**src/rtl/dm_access_arbiter_pkg.sv**
```systemverilog
// dm_access_arbiter_pkg: shared types for the data-memory access arbiter.
// Holds the access-size encodings, the FSM state enum, the registered
// command struct and a helper that decides whether a store crosses a
// doubleword boundary.
package dm_access_arbiter_pkg;

    localparam int RNG_64 = 64;

    // Access-size encodings carried on i_core_unit
    localparam logic [1:0] UNIT_B  = 2'd0;
    localparam logic [1:0] UNIT_HW = 2'd1;
    localparam logic [1:0] UNIT_W  = 2'd2;
    localparam logic [1:0] UNIT_DW = 2'd3;

    typedef enum logic [1:0] {
        ST_IDLE  = 2'd0,
        ST_ISSUE = 2'd1,
        ST_WAIT  = 2'd2,
        ST_DONE  = 2'd3
    } dm_state_e;

    typedef enum logic {
        OWNER_CORE = 1'b0,
        OWNER_AUX  = 1'b1
    } dm_owner_e;

    typedef struct packed {
        logic              wr;
        logic [RNG_64-1:0] addr;
        logic [1:0]        unit;
        logic [RNG_64-1:0] wdata;
        dm_owner_e         owner;
    } dm_cmd_t;

    // True when an access of this size starting at byte offset a spills
    // past the end of its 8-byte doubleword.
    function automatic logic unit_crosses(input logic [2:0] a, input logic [1:0] unit);
        logic [3:0] span;
        case (unit)
            UNIT_B:  span = 4'd1;
            UNIT_HW: span = 4'd2;
            UNIT_W:  span = 4'd4;
            default: span = 4'd8;
        endcase
        return (({1'b0, a} + span) > 4'd8);
    endfunction

endpackage

```
**src/rtl/dm_store_aligner.sv**
```systemverilog
// dm_store_aligner: combinational store lane placement. Shifts right-
// justified store data into its byte lanes, builds the byte write mask
// and flags stores that would cross a doubleword boundary.
module dm_store_aligner
    import dm_access_arbiter_pkg::*;
(
    input  logic [2:0]  addr_lo_i,
    input  logic [1:0]  unit_i,
    input  logic [63:0] wdata_i,
    output logic [7:0]  wmask_o,
    output logic [63:0] wdata_o,
    output logic        misaligned_o
);

    // Byte-lane mask: one bit per written byte, starting at the byte offset
    always_comb begin
        wmask_o = 8'h00;
        case (unit_i)
            UNIT_B:  wmask_o = 8'h01 << addr_lo_i;
            UNIT_HW: wmask_o = 8'h03 << addr_lo_i;
            UNIT_W:  wmask_o = 8'h0F << addr_lo_i;
            default: wmask_o = 8'hFF;
        endcase
    end

    assign wdata_o      = wdata_i << {addr_lo_i, 3'b000};
    assign misaligned_o = unit_crosses(addr_lo_i, unit_i);

endmodule

```
**src/rtl/dm_access_arbiter.sv**
```systemverilog
// dm_access_arbiter: sequences MEM-stage accesses to the 64-bit data memory.
// Optional aux (debug/DMA) doubleword port, arbitration and starve counter
// are built only when DM_ARB_AUX_EN is defined; otherwise the aux inputs
// are ignored and the aux outputs are tied low.
//
// Handshake: a requester raises its req and holds the command stable until
// its done pulse. Core: i_core_req is valid, o_core_stall is "not ready";
// the access completes in the single cycle o_core_done is high (stall low
// there). Aux: o_aux_gnt pulses in the cycle the command is accepted, after
// which aux may change its inputs; o_aux_done pulses with o_aux_rdata valid.
module dm_access_arbiter
    import dm_access_arbiter_pkg::*;
#(
    parameter int DM_LATENCY   = 2,
    parameter int STARVE_LIMIT = 4
) (
    input  logic        clk,
    input  logic        rst,
    input  logic        i_core_req,
    input  logic        i_core_wr,
    input  logic [63:0] i_core_addr,
    input  logic [1:0]  i_core_unit,
    input  logic [63:0] i_core_wdata,
    output logic        o_core_stall,
    output logic        o_core_done,
    output logic [63:0] o_core_rdata,
    output logic        o_st_misaligned,
    input  logic        i_aux_req,
    input  logic        i_aux_wr,
    input  logic [63:0] i_aux_addr,
    input  logic [63:0] i_aux_wdata,
    output logic        o_aux_gnt,
    output logic        o_aux_done,
    output logic [63:0] o_aux_rdata,
    output logic        o_dm_en,
    output logic        o_dm_we,
    output logic [63:0] o_dm_addr,
    output logic [7:0]  o_dm_wmask,
    output logic [63:0] o_dm_wdata,
    input  logic [63:0] i_dm_rdata,
    output logic [1:0]  o_dbg_state
);

    localparam int LAT_W = $clog2(DM_LATENCY + 1);
    localparam logic [LAT_W-1:0] LAT_LOAD = LAT_W'(DM_LATENCY);
    localparam logic [LAT_W-1:0] LAT_LAST = LAT_W'(1);

    dm_state_e        state_q, state_d;
    dm_cmd_t          cmd_q, cmd_d;
    logic [LAT_W-1:0] lat_q, lat_d;
    logic             mis_q, mis_d;
    logic [63:0]      core_rdata_q, core_rdata_d;

    logic             core_pick;
    logic             unused_aux;

    // The aligner checks the incoming core command while idle and places
    // the registered command's lanes while issuing.
    logic [2:0]       aln_a;
    logic [1:0]       aln_unit;
    logic [63:0]      aln_wdata_in;
    logic [7:0]       aln_mask;
    logic [63:0]      aln_wdata;
    logic             aln_mis;

    assign aln_a        = (state_q == ST_IDLE) ? i_core_addr[2:0] : cmd_q.addr[2:0];
    assign aln_unit     = (state_q == ST_IDLE) ? i_core_unit      : cmd_q.unit;
    assign aln_wdata_in = (state_q == ST_IDLE) ? i_core_wdata     : cmd_q.wdata;

    dm_store_aligner u_aligner (
        .addr_lo_i    (aln_a),
        .unit_i       (aln_unit),
        .wdata_i      (aln_wdata_in),
        .wmask_o      (aln_mask),
        .wdata_o      (aln_wdata),
        .misaligned_o (aln_mis)
    );

`ifdef DM_ARB_AUX_EN
    localparam int STV_W = $clog2(STARVE_LIMIT + 1);
    localparam logic [STV_W-1:0] STV_MAX = STV_W'(STARVE_LIMIT);

    logic [STV_W-1:0] starve_q, starve_d;
    logic [63:0]      aux_rdata_q, aux_rdata_d;
    logic             aux_pick;

    // Core wins ties until it has starved a waiting aux STARVE_LIMIT times
    assign aux_pick  = i_aux_req && (!i_core_req || (starve_q == STV_MAX));
    assign core_pick = i_core_req && !aux_pick;

    // Starve counter: counts core grants made while aux is waiting
    always_comb begin
        starve_d = starve_q;
        if (!i_aux_req) begin
            starve_d = '0;
        end else if (state_q == ST_IDLE && aux_pick) begin
            starve_d = '0;
        end else if (state_q == ST_IDLE && core_pick && starve_q != STV_MAX) begin
            starve_d = starve_q + STV_W'(1);
        end
    end

    // Aux-side registers
    always_ff @(posedge clk) begin
        if (rst) begin
            starve_q    <= '0;
            aux_rdata_q <= '0;
        end else begin
            starve_q    <= starve_d;
            aux_rdata_q <= aux_rdata_d;
        end
    end

    assign o_aux_rdata = aux_rdata_q;
    assign unused_aux  = ^i_aux_addr[2:0];
`else
    assign core_pick   = i_core_req;
    assign o_aux_gnt   = 1'b0;
    assign o_aux_done  = 1'b0;
    assign o_aux_rdata = '0;
    assign unused_aux  = ^{i_aux_req, i_aux_wr, i_aux_addr, i_aux_wdata, (STARVE_LIMIT > 0)};
`endif

    // Next-state and output decode; reset forces every pulse and strobe low
    always_comb begin
        state_d         = state_q;
        cmd_d           = cmd_q;
        lat_d           = lat_q;
        mis_d           = mis_q;
        core_rdata_d    = core_rdata_q;
`ifdef DM_ARB_AUX_EN
        aux_rdata_d     = aux_rdata_q;
        o_aux_gnt       = 1'b0;
        o_aux_done      = 1'b0;
`endif
        o_core_done     = 1'b0;
        o_st_misaligned = 1'b0;
        o_dm_en         = 1'b0;
        o_dm_we         = 1'b0;
        o_dm_addr       = '0;
        o_dm_wmask      = '0;
        o_dm_wdata      = '0;
        if (!rst) begin
            case (state_q)
                ST_IDLE: begin
                    if (core_pick) begin
                        cmd_d.wr    = i_core_wr;
                        cmd_d.addr  = i_core_addr;
                        cmd_d.unit  = i_core_unit;
                        cmd_d.wdata = i_core_wdata;
                        cmd_d.owner = OWNER_CORE;
                        // A crossing store is rejected without touching memory
                        mis_d       = i_core_wr && aln_mis;
                        state_d     = (i_core_wr && aln_mis) ? ST_DONE : ST_ISSUE;
                    end
`ifdef DM_ARB_AUX_EN
                    else if (aux_pick) begin
                        cmd_d.wr    = i_aux_wr;
                        cmd_d.addr  = {i_aux_addr[63:3], 3'b000};
                        cmd_d.unit  = UNIT_DW;
                        cmd_d.wdata = i_aux_wdata;
                        cmd_d.owner = OWNER_AUX;
                        mis_d       = 1'b0;
                        state_d     = ST_ISSUE;
                        o_aux_gnt   = 1'b1;
                    end
`endif
                end
                ST_ISSUE: begin
                    o_dm_en    = 1'b1;
                    o_dm_we    = cmd_q.wr;
                    o_dm_addr  = {cmd_q.addr[63:3], 3'b000};
                    o_dm_wmask = cmd_q.wr ? aln_mask : 8'h00;
                    o_dm_wdata = cmd_q.wr ? aln_wdata : 64'h0;
                    lat_d      = LAT_LOAD;
                    state_d    = ST_WAIT;
                end
                ST_WAIT: begin
                    if (lat_q == LAT_LAST) begin
`ifdef DM_ARB_AUX_EN
                        if (cmd_q.owner == OWNER_AUX) begin
                            aux_rdata_d = i_dm_rdata;
                        end else begin
                            core_rdata_d = i_dm_rdata;
                        end
`else
                        core_rdata_d = i_dm_rdata;
`endif
                        state_d = ST_DONE;
                    end else begin
                        lat_d = lat_q - LAT_W'(1);
                    end
                end
                ST_DONE: begin
                    o_core_done     = (cmd_q.owner == OWNER_CORE);
                    o_st_misaligned = mis_q;
`ifdef DM_ARB_AUX_EN
                    o_aux_done      = (cmd_q.owner == OWNER_AUX);
`endif
                    mis_d           = 1'b0;
                    state_d         = ST_IDLE;
                end
                default: state_d = ST_IDLE;
            endcase
        end
    end

    // State, command and core read-data registers
    always_ff @(posedge clk) begin
        if (rst) begin
            state_q      <= ST_IDLE;
            cmd_q        <= '0;
            lat_q        <= '0;
            mis_q        <= 1'b0;
            core_rdata_q <= '0;
        end else begin
            state_q      <= state_d;
            cmd_q        <= cmd_d;
            lat_q        <= lat_d;
            mis_q        <= mis_d;
            core_rdata_q <= core_rdata_d;
        end
    end

    assign o_core_stall = i_core_req && !(state_q == ST_DONE && cmd_q.owner == OWNER_CORE);
    assign o_core_rdata = core_rdata_q;
    assign o_dbg_state  = state_q;

endmodule

```
**config.mk**
```make
export PLATFORM = sky130hd
export DESIGN_NAME = dm_access_arbiter
export DESIGN_NICKNAME = d
export VERILOG_FILES = /design/src/rtl/dm_access_arbiter_pkg.sv /design/src/rtl/dm_store_aligner.sv /design/src/rtl/dm_access_arbiter.sv
export SDC_FILE = /design/constraint.sdc
export NUM_CORES = 1
export LEC_CHECK = 0
export CAP_MARGIN = 25
export CORE_AREA = 5 5 228 230
export CTS_CLUSTER_SIZE = 30
export DETAILED_ROUTE_END_ITERATION = 10
export DIE_AREA = 0 0 233 235
export PLACE_DENSITY = 0.5
export SLEW_MARGIN = 10
export SYNTH_ARGS = -nofsm -noshare
export SYNTH_HDL_FRONTEND = slang
export SYNTH_SLANG_ARGS = --single-unit
```
**constraint.sdc**
```tcl
create_clock -name clk -period 4.52 [get_ports clk]
set_input_delay 0.452 -clock clk [delete_from_list [all_inputs] [get_ports clk]]
set_output_delay 0.452 -clock clk [all_outputs]
set_load 0.02 [all_outputs]
```
; Word-level counts from Yosys, hierarchy flattened
; Cells that the tools add are included.
[word_totals]
regBits = 200
latchBits = 0
mem_bits_rw = 0
rom_bits = 0
input_bits = 328
out_inout_bits = 273
wordCells = 65
mem_count = 0
[op_classes]
addsub = 2
mul = 0
div_mod_pow = 0
n_lt_le_gt_ge = 1
eq_ne = 9
n_shift = 4
muxes = 29
bitwise_logic = 0
n_reduce_logical = 12
[ops]
columns = op, n
row1 = $mux 64, 6
row2 = $shl 64x6->64, 1
row3 = $mux 8, 3
row4 = $pmux 8 s3, 1
row5 = $pmux 4 s3, 1
row6 = $mux 2, 5
row7 = $reduce_and 2->1, 5
row8 = $mux 1, 9
row9 = $pmux 2 s4, 1
row10 = $shl 1x3->8 const A, 1
row11 = $shl 2x3->8 const A, 1
row12 = $shl 4x3->8 const A, 1
row13 = $eq 2x1->1 const B, 3
row14 = $eq 2x2->1 const B, 3
row15 = $ne 2x2->1 const B, 3
row16 = $add 3x4->4, 1
row17 = $gt 4x4->1 const B, 1
row18 = $logic_not 2->1, 2
row19 = $pmux 2 s2, 1
row20 = $reduce_bool 2->1, 2
row21 = $mux 3, 1
row22 = $logic_and 1x1->1, 2
row23 = $pmux 1 s2, 1
row24 = $sub 2x1->2 const B, 1
row25 = $logic_not 1->1, 1

; Longest topological paths before layout
; Gate-level depths: netlist of run 1.
[logic_depth]
word_depth = 10
depth_mapped = 17
ltp_nobuf = 13

; Modules after synthesis
; A second synthesis of run 1 with hierarchy kept.
[unflattened]
hier_cells = 1470
hier_area_um2 = 11421.0
[by_module_without_submodules]
columns = module, instances, cells_each, area_each_um2, seq_area_each_um2
row1 = dm_access_arbiter, 1, 1195, 9345.2, 4003.8
row2 = dm_store_aligner, 1, 275, 2075.7, 0.0

; Worst setup path before layout of run 1
; Ideal clock, no wire load.
[synth_timing]
path_kind = register to register
start = register state_q[0] (netlist: o_dbg_state[0])
end = register state_q[1] (netlist: o_dbg_state[1])
setup_time_ns = 0.091
arrival_ns = 3.288
t_required_ns = 4.429
path_slack_ns = 1.141
stages_incl_launch_ff = 18
n_path_buf = 4
period_less_slack_ns = 3.379
path_cell_list = dfxtp_1 -> inv_1 -> ha_1 -> buf_6 -> buf_6 -> buf_4 -> buf_2 -> mux2_2 -> inv_1 -> ha_1 -> ha_1 -> inv_1 -> fa_1 -> xor2_1 -> xnor2_1 -> nand3b_1 -> nand4_1 -> a311oi_1
[synth_via]
elab_chain_len = 10
word_cells_on_any_way = 19
classes_between = add/sub: 1 / order compare: 1 / eq/ne: 7 / mux: 6 / reduce/logical: 4
[synth_lines]
columns = element, line_no
row1 = "start, declared", dm_access_arbiter.sv:48  ; dm_state_e state_q, state_d;
row2 = "start signal, assigned", dm_access_arbiter.sv:217  ; state_q <= state_d;
row3 = $logic_not 2->1, "dm_access_arbiter.sv:66, dm_access_arbiter.sv:67, dm_access_arbiter.sv:144"
row4 = $mux 2, dm_access_arbiter.sv:67  ; assign aln_unit = (state_q == ST_IDLE) ? i_core_unit : cmd_q.unit;
row5 = $eq 2x2->1 (tied with other cells), dm_access_arbiter_pkg.sv:39  ; case (unit)
row6 = $pmux 4 s3, dm_access_arbiter_pkg.sv:39
row7 = $add 3x4->4, dm_access_arbiter_pkg.sv:45  ; return (({1'b0, a} + span) > 4'd8);
row8 = $gt 4x4->1, dm_access_arbiter_pkg.sv:45
row9 = $logic_and 1x1->1, dm_access_arbiter.sv:154  ; state_d = (i_core_wr && aln_mis) ? ST_DONE : ST_ISSUE;
row10 = $mux 2, dm_access_arbiter.sv:154
row11 = $mux 2, dm_access_arbiter.sv:146  ; if (core_pick) begin
row12 = $pmux 2 s4, dm_access_arbiter.sv:144  ; case (state_q)
; Parallel ways exist; a longest one is shown, timed or not. The select of a mux whose other input is x is not followed.
; A chain may end at the register's enable or synchronous reset.

; Worst setup path in the final report of run 1
[layout_timing]
start = register state_q[0] (netlist: o_dbg_state[0])
end = output o_dm_wdata[27]
[layout_via]
elab_chain_len = 6
word_cells_on_any_way = 8
classes_between = eq/ne: 1 / shift: 1 / mux: 5 / reduce/logical: 1
[layout_lines]
columns = element, line_no
row1 = $logic_not 2->1, "dm_access_arbiter.sv:66, dm_access_arbiter.sv:68"
row2 = $mux 64 or $mux 3 (tied branches), "dm_access_arbiter.sv:68, dm_access_arbiter.sv:66"
row3 = $shl 64x6->64, dm_store_aligner.sv:26  ; assign wdata_o = wdata_i << {addr_lo_i, 3'b000};
row4 = $mux 64, dm_access_arbiter.sv:174  ; o_dm_wdata = cmd_q.wr ? aln_wdata : 64'h0;
row5 = $mux 64 (*), dm_access_arbiter.sv:144
row6 = $mux 64 (*), dm_access_arbiter.sv:143  ; if (!rst) begin
row7 = "end, declared", dm_access_arbiter.sv:39  ; output logic [63:0] o_dm_wdata,
; Mark *: on every way between the ends. The rest lies on a longest branch, timed or not.

==> out/results.ini, run 1 <==
[worst_setup_path]
cp.required_ns = 4.07
reg2reg_depth = 12
cp_num_buf_inv = 4
cp.arrival_ns = 3.84
max_stage_delay_ns = 0.66
slowest_stage = clkdlybuf4s50_1
path_max_fanout = 20
critical_path.top_delay_family = buffers and inverters
worstSetupPathType = reg2out
timing.critical_path.from_type = flop
path_common_cell = inv_1
critPathCaptureType = output port
cp_num_cells = 9
worstPathCellList = inv_1 > ha_4 > mux2i_4 > inv_1 > buf_4 > nor3_1 > a21oi_1 > nor2_1 > clkdlybuf4s50_1
ff2ff_setup_slack_ns = 0.92

[clock_network]
clkSlewWorstSetupHoldPaths_ns = 0.07
hold_buffers = 0
clock_sinks = 200
post_cts_buffers = 0
cts-root-buf = clkbuf_16
cts_tree = built
ctsResizeCount = 0
numCtsBuffers = 17
clk_latency_ns = 0.49
clk_path_buf_depth = 2
htreeDepth = 4

[placed_design]
place_area_um2 = 15200
place_hpwl_mm = 36.7
routabilityCongestion = 0.878
port_buffers = 401
place_worst_setup_slack_ns = 0.736

[worst_hold_path]
min_path_cells = 2
hp-class = in2reg

[timing]
setup_viol = 0
max_slew_margin = 0.434
min_period_ns = 4.29
worst_slew_pin_slew_ns = 0.850
fin_setup_tns_ns = 0
fin_crit_sh = 0.950
hold_viol = 0
rsz0062_at_grt = false
fmax_ghz = 0.233
layout_setup_ws_ns = 0.225
finalMaxSlewViolations = 0
finClkSkew_ns = 0.00922

[die]
die_w_um = 233
ios = 601
start_util = 0.219
die_y_um = 235
rows = 82
core_area_um2 = 49700
die-area_um2 = 54800

[yosys]
async_flop_share = 0
synth_top_family_by_area = simple AND/OR/NAND/NOR gates
synth_top_area_share = 0.368
yosysSeqAreaShare = 0.368
ys.warnings.count = 0
synth_edf_count = 0
synthMuxAreaShare = 0.0989
synth_compound_area_frac = 0.172
yosys.area_share.simple = 0.236
syn_avg_cell_area_um2 = 7.35
netlist_area_um2 = 10900
dominantRegCellSynth = dfxtp_1
ys_top_cells_by_area = dfxtp_1 37%, nand2_1 14%, a21oi_1 11%, mux2i_1 5.9%, buf_4 5.5%
syn_inst = 1479
ys_ff_latch = 200
synthAdderAreaFrac = 0.0178
synth_xor_area_frac = 0.00242
ys_types = 45
synth_largest_area_cell = dfxtp_1

[grt]
grt.met3_usage = 0.0813
use_met2 = 0.275
overflow = 0
busiest_layer = met2
track_usage = 0.168
grt_antenna_before_repair = 13
grt_pass1_wl_mm = 68.6
grt_pass1_vias = 10500
use_met1 = 0.195
grt_max_degree = 75

[detailed_routing]
wl_per_cell_um = 19.1
viasPerCell = 4.42
firstDrtPassIters = 5
drtIter0Drc = 534
finalWirelength_mm = 47.6
antenna_left = 0
drc_errors = 0
vias = 11000

[cells_and_area]
fin_area_um2 = 15800
fin_util = 0.318
final_cell_mix = 413 x nand2_1, 378 x clkdlybuf4s50_1, 249 x a21oi_1, 200 x dfxtp_1, 101 x nor2_1
n_fill_cell = 5348
layout_commonest_cell = nand2_1
synthToLayoutAreaGrowth_pct = 45.1
drive_above_1_share = 0.0724
layout.nets = 2153

[pwr]
power_mw = 7.03
p_leak_nw = 5.91
irDropWorstVdd_v = 0.000273
pwr_density_cell_nw_per_um2 = 446

[outcome]
status = finished clean

[job]
maxCapViolCount = 0

==> final timing paths <==
kind	start	endpoint
setup / recovery	o_dbg_state[0]	o_dm_wdata[27]
hold / removal	rst	cmd_q[28]
setup reg to reg	o_dbg_state[0]	o_dbg_state[1]
hold reg to reg	cmd_q[103]	cmd_q[103]
==> Yosys cell counts, types with 2 or more instances <==
library cell / number
ha_1: 13
o21ai_0: 28
nor2_1: 101
buf_4: 79
nand2b_1: 4
nand3_1: 3
mux2i_1: 64
buf_1: 7
a221oi_1: 16
nor2b_1: 12
inv_2: 2
a22oi_1: 8
a21o_1: 3
a31oi_1: 9
nand2_1: 415
or3_1: 2
buf_2: 37
mux2_2: 34
nand2_2: 2
dfxtp_1: 200
a211oi_1: 9
a21oi_1: 249
buf_6: 6
o22ai_1: 18
nor3_1: 10
clkbuf_1: 54
inv_1: 11
xnor2_1: 2
and2_1: 65
==> state kept, by name, summed over array words and instances, names as in the netlist <==
register	flops
cmd_q	131
o_core_rdata	64
lat_q	2
o_dbg_state	2
mis_q	1
==> power by group <==
part	switching, mW	total [mW]	internal [mW]	leakage [nW]
Combinational	2.12	3.37	1.26	4.00
Sequential	0.104	2.08	1.97	1.63
Clock	0.814	1.58	0.770	0.273
==> kinds of logic after synthesis <==
kind of cell | after synthesis
flops | 200
compound gates | 343
buf+inv | 197
mux | 101
xor+xnor | 3
other cells | 1
simple gates | 619
fa+ha+maj | 15
==> metal layers <==
layer	vias to the layer above	part of all wire
met2	431	0.47
met5	-	0.0013
met3	46	0.11
met4	12	0.017
met1	5113	0.40
li1	5428	-
==> through the flow <==
step                      instances  hold WS [ns]
after global routing           2496         0.397
final                          2498         0.397
after CTS                      2495         0.361
after floorplan                1547         0.432
after global placement         2463         0.437
after detailed placement       2463         0.442
==> cell type report <==
class | count | area (um^2) | area share
Tap cell | 672 | 841 | 0.0533
Sequential cell | 200 | 4000 | 0.254
Antenna cell | 2 | 5.00 | 0.000317
Multi-Input combinational cell | 1150 | 6030 | 0.382
Clock inverter | 15 | 144 | 0.00912
Inverter | 13 | 48.8 | 0.00309
Clock buffer | 17 | 425 | 0.0270
Timing Repair Buffer | 429 | 4270 | 0.271
Power figures use the tool's default switching activity.
==> run 2, diff against run 1 <==
--- a/config.mk
+++ b/config.mk
@@ -10,7 +10,7 @@
 export CTS_CLUSTER_SIZE = 30
 export DETAILED_ROUTE_END_ITERATION = 10
 export DIE_AREA = 0 0 233 235
-export PLACE_DENSITY = 0.5
+export PLACE_DENSITY = 0.49
 export SLEW_MARGIN = 10
 export SYNTH_ARGS = -nofsm -noshare
 export SYNTH_HDL_FRONTEND = slang
==> out/results.ini, run 2 (synthesis gave the netlist of run 1 again) <==
[grt]
grt_pass1_vias = 10900
overflow = 0
grt_max_degree = 80
track_usage = 0.172
grt_pass1_wl_mm = 70.3
grt_antenna_before_repair = 5

[detailed_routing]
drtIter0Drc = 523
viasPerCell = 4.44
finalWirelength_mm = 48.4
wl_per_cell_um = 19.3
firstDrtPassIters = 6
drc_errors = 0
vias = 11100
antenna_left = 0

[timing]
fin_setup_tns_ns = 0
max_slew_margin = 0.410
finalMaxSlewViolations = 0
rsz0062_at_grt = false
finClkSkew_ns = 0.00860
setup_viol = 0
fin_crit_sh = 0.956
hold_viol = 0
worst_slew_pin_slew_ns = 0.885
min_period_ns = 4.32
fmax_ghz = 0.232
whs_ns = 0.441

[cells_and_area]
layout.nets = 2156
fin_util = 0.319
final_cell_mix = 413 x nand2_1, 378 x clkdlybuf4s50_1, 249 x a21oi_1, 200 x dfxtp_1, 101 x nor2_1
synthToLayoutAreaGrowth_pct = 45.6
largest_reg_flops = 131
top_register = cmd_q
layout_commonest_cell = nand2_1
drive_above_1_share = 0.0739

[pwr]
p_sw_frac = 0.434
p_int_mw = 4.08
p_sw_mw = 3.13
comb_power_share = 0.477
irDropWorstVdd_v = 0.000270
pwr-share-clk = 0.234
pwr-share-seq = 0.289
p_leak_nw = 5.94
pwr_density_cell_nw_per_um2 = 455

[clock_network]
clk_latency_ns = 0.50
clock_sinks = 200
ctsResizeCount = 0
hold_buffers = 0
cts-root-buf = clkbuf_16
htreeDepth = 4
numCtsBuffers = 17
post_cts_buffers = 0
clkSlewWorstSetupHoldPaths_ns = 0.08
cts_tree = built
clk_path_buf_depth = 2

[job]
maxCapViolCount = 0

[worst_setup_path]
cp.arrival_ns = 3.87
path_max_fanout = 33
cp.required_ns = 4.07
critPathCaptureType = output port
timing.critical_path.from_type = flop
worstSetupPathType = reg2out

[die]
start_util = 0.219
die_y_um = 235
die-area_um2 = 54800
rows = 82
core_area_um2 = 49700
die_w_um = 233
ios = 601

[outcome]
status = finished clean

[placed_design]
port_buffers = 401
place_hpwl_mm = 36.9
routabilityCongestion = 0.885

[worst_hold_path]
hp-class = in2reg

-- run 2: cell count changes in the layout (fill, tap and decap cells not counted), sizes merged --
| cell | before | now |
|---|---|---|
| clkinvlp | 3 | 0 |
| buf | 51 | 54 |
| clkinv | 6 | 8 |
| bufinv | 1 | 2 |
-- run 2: final timing paths --
kind	startpoint	endpoint	slack, ns	cells past startpoint
setup / recovery	o_dbg_state[0]	o_dm_wdata[52]	0.20	9
hold reg to reg	cmd_q[129]	cmd_q[129]	0.45	2
hold / removal	rst	cmd_q[37]	0.44	2
setup reg to reg	o_dbg_state[0]	o_dbg_state[1]	0.69	11
-- run 2: area by class of cell --
type	instances	area, um^2
fillers	5364	33800
multi-input cells	1150	6040
repair buffers	432	4260
flip-flops and latches	200	4000
well taps	672	841
clock buffers	17	425
clock inverters	15	206
inverters	13	50.0
diodes	2	5.00
-- run 2: routing by layer --
metal,GRT usage,up-vias,part of all wire
li1,-,5444,-
met1,0.202,5173,0.41
met2,0.278,437,0.46
met3,0.0750,53,0.10
met4,0.0603,8,0.025
met5,0,-,0.00083
-- run 2: critical path, cell delays in order, from the launching register on --
cell and delay [ns]:
dfxtp_1 0.35, inv_1 0.13, ha_4 0.43, mux2_4 0.40
clkinv_2 0.44, buf_4 0.39, nor2_1 0.13, a31oi_1 0.08
o22ai_1 0.30, clkdlybuf4s50_1 0.67
-- run 2: power by group through the flow --
stage          Clock, mW  Combinational, mW  Sequential, mW
2_1_floorplan          0               2.36            2.11
3_3_place_gp           0               3.42            2.12
3_5_place_dp           0               3.45            2.13
4_1_cts             1.78               3.46            2.09
5_1_grt             1.83               3.73            2.11
6_report            1.69               3.44            2.09
-- run 2: per-stage QoR --
stage | std cells | power, mW | setup slack [ns] | cell area, um^2
after floorplan | 1547 | 4.48 | 1.14 | 11100
after global placement | 2467 | 5.54 | 0.687 | 15200
after detailed placement | 2467 | 5.58 | 0.664 | 15200
after CTS | 2499 | 7.33 | 0.0758 | 15800
after global routing | 2499 | 7.67 | 0.00529 | 15800
final | 2501 | 7.21 | 0.201 | 15800
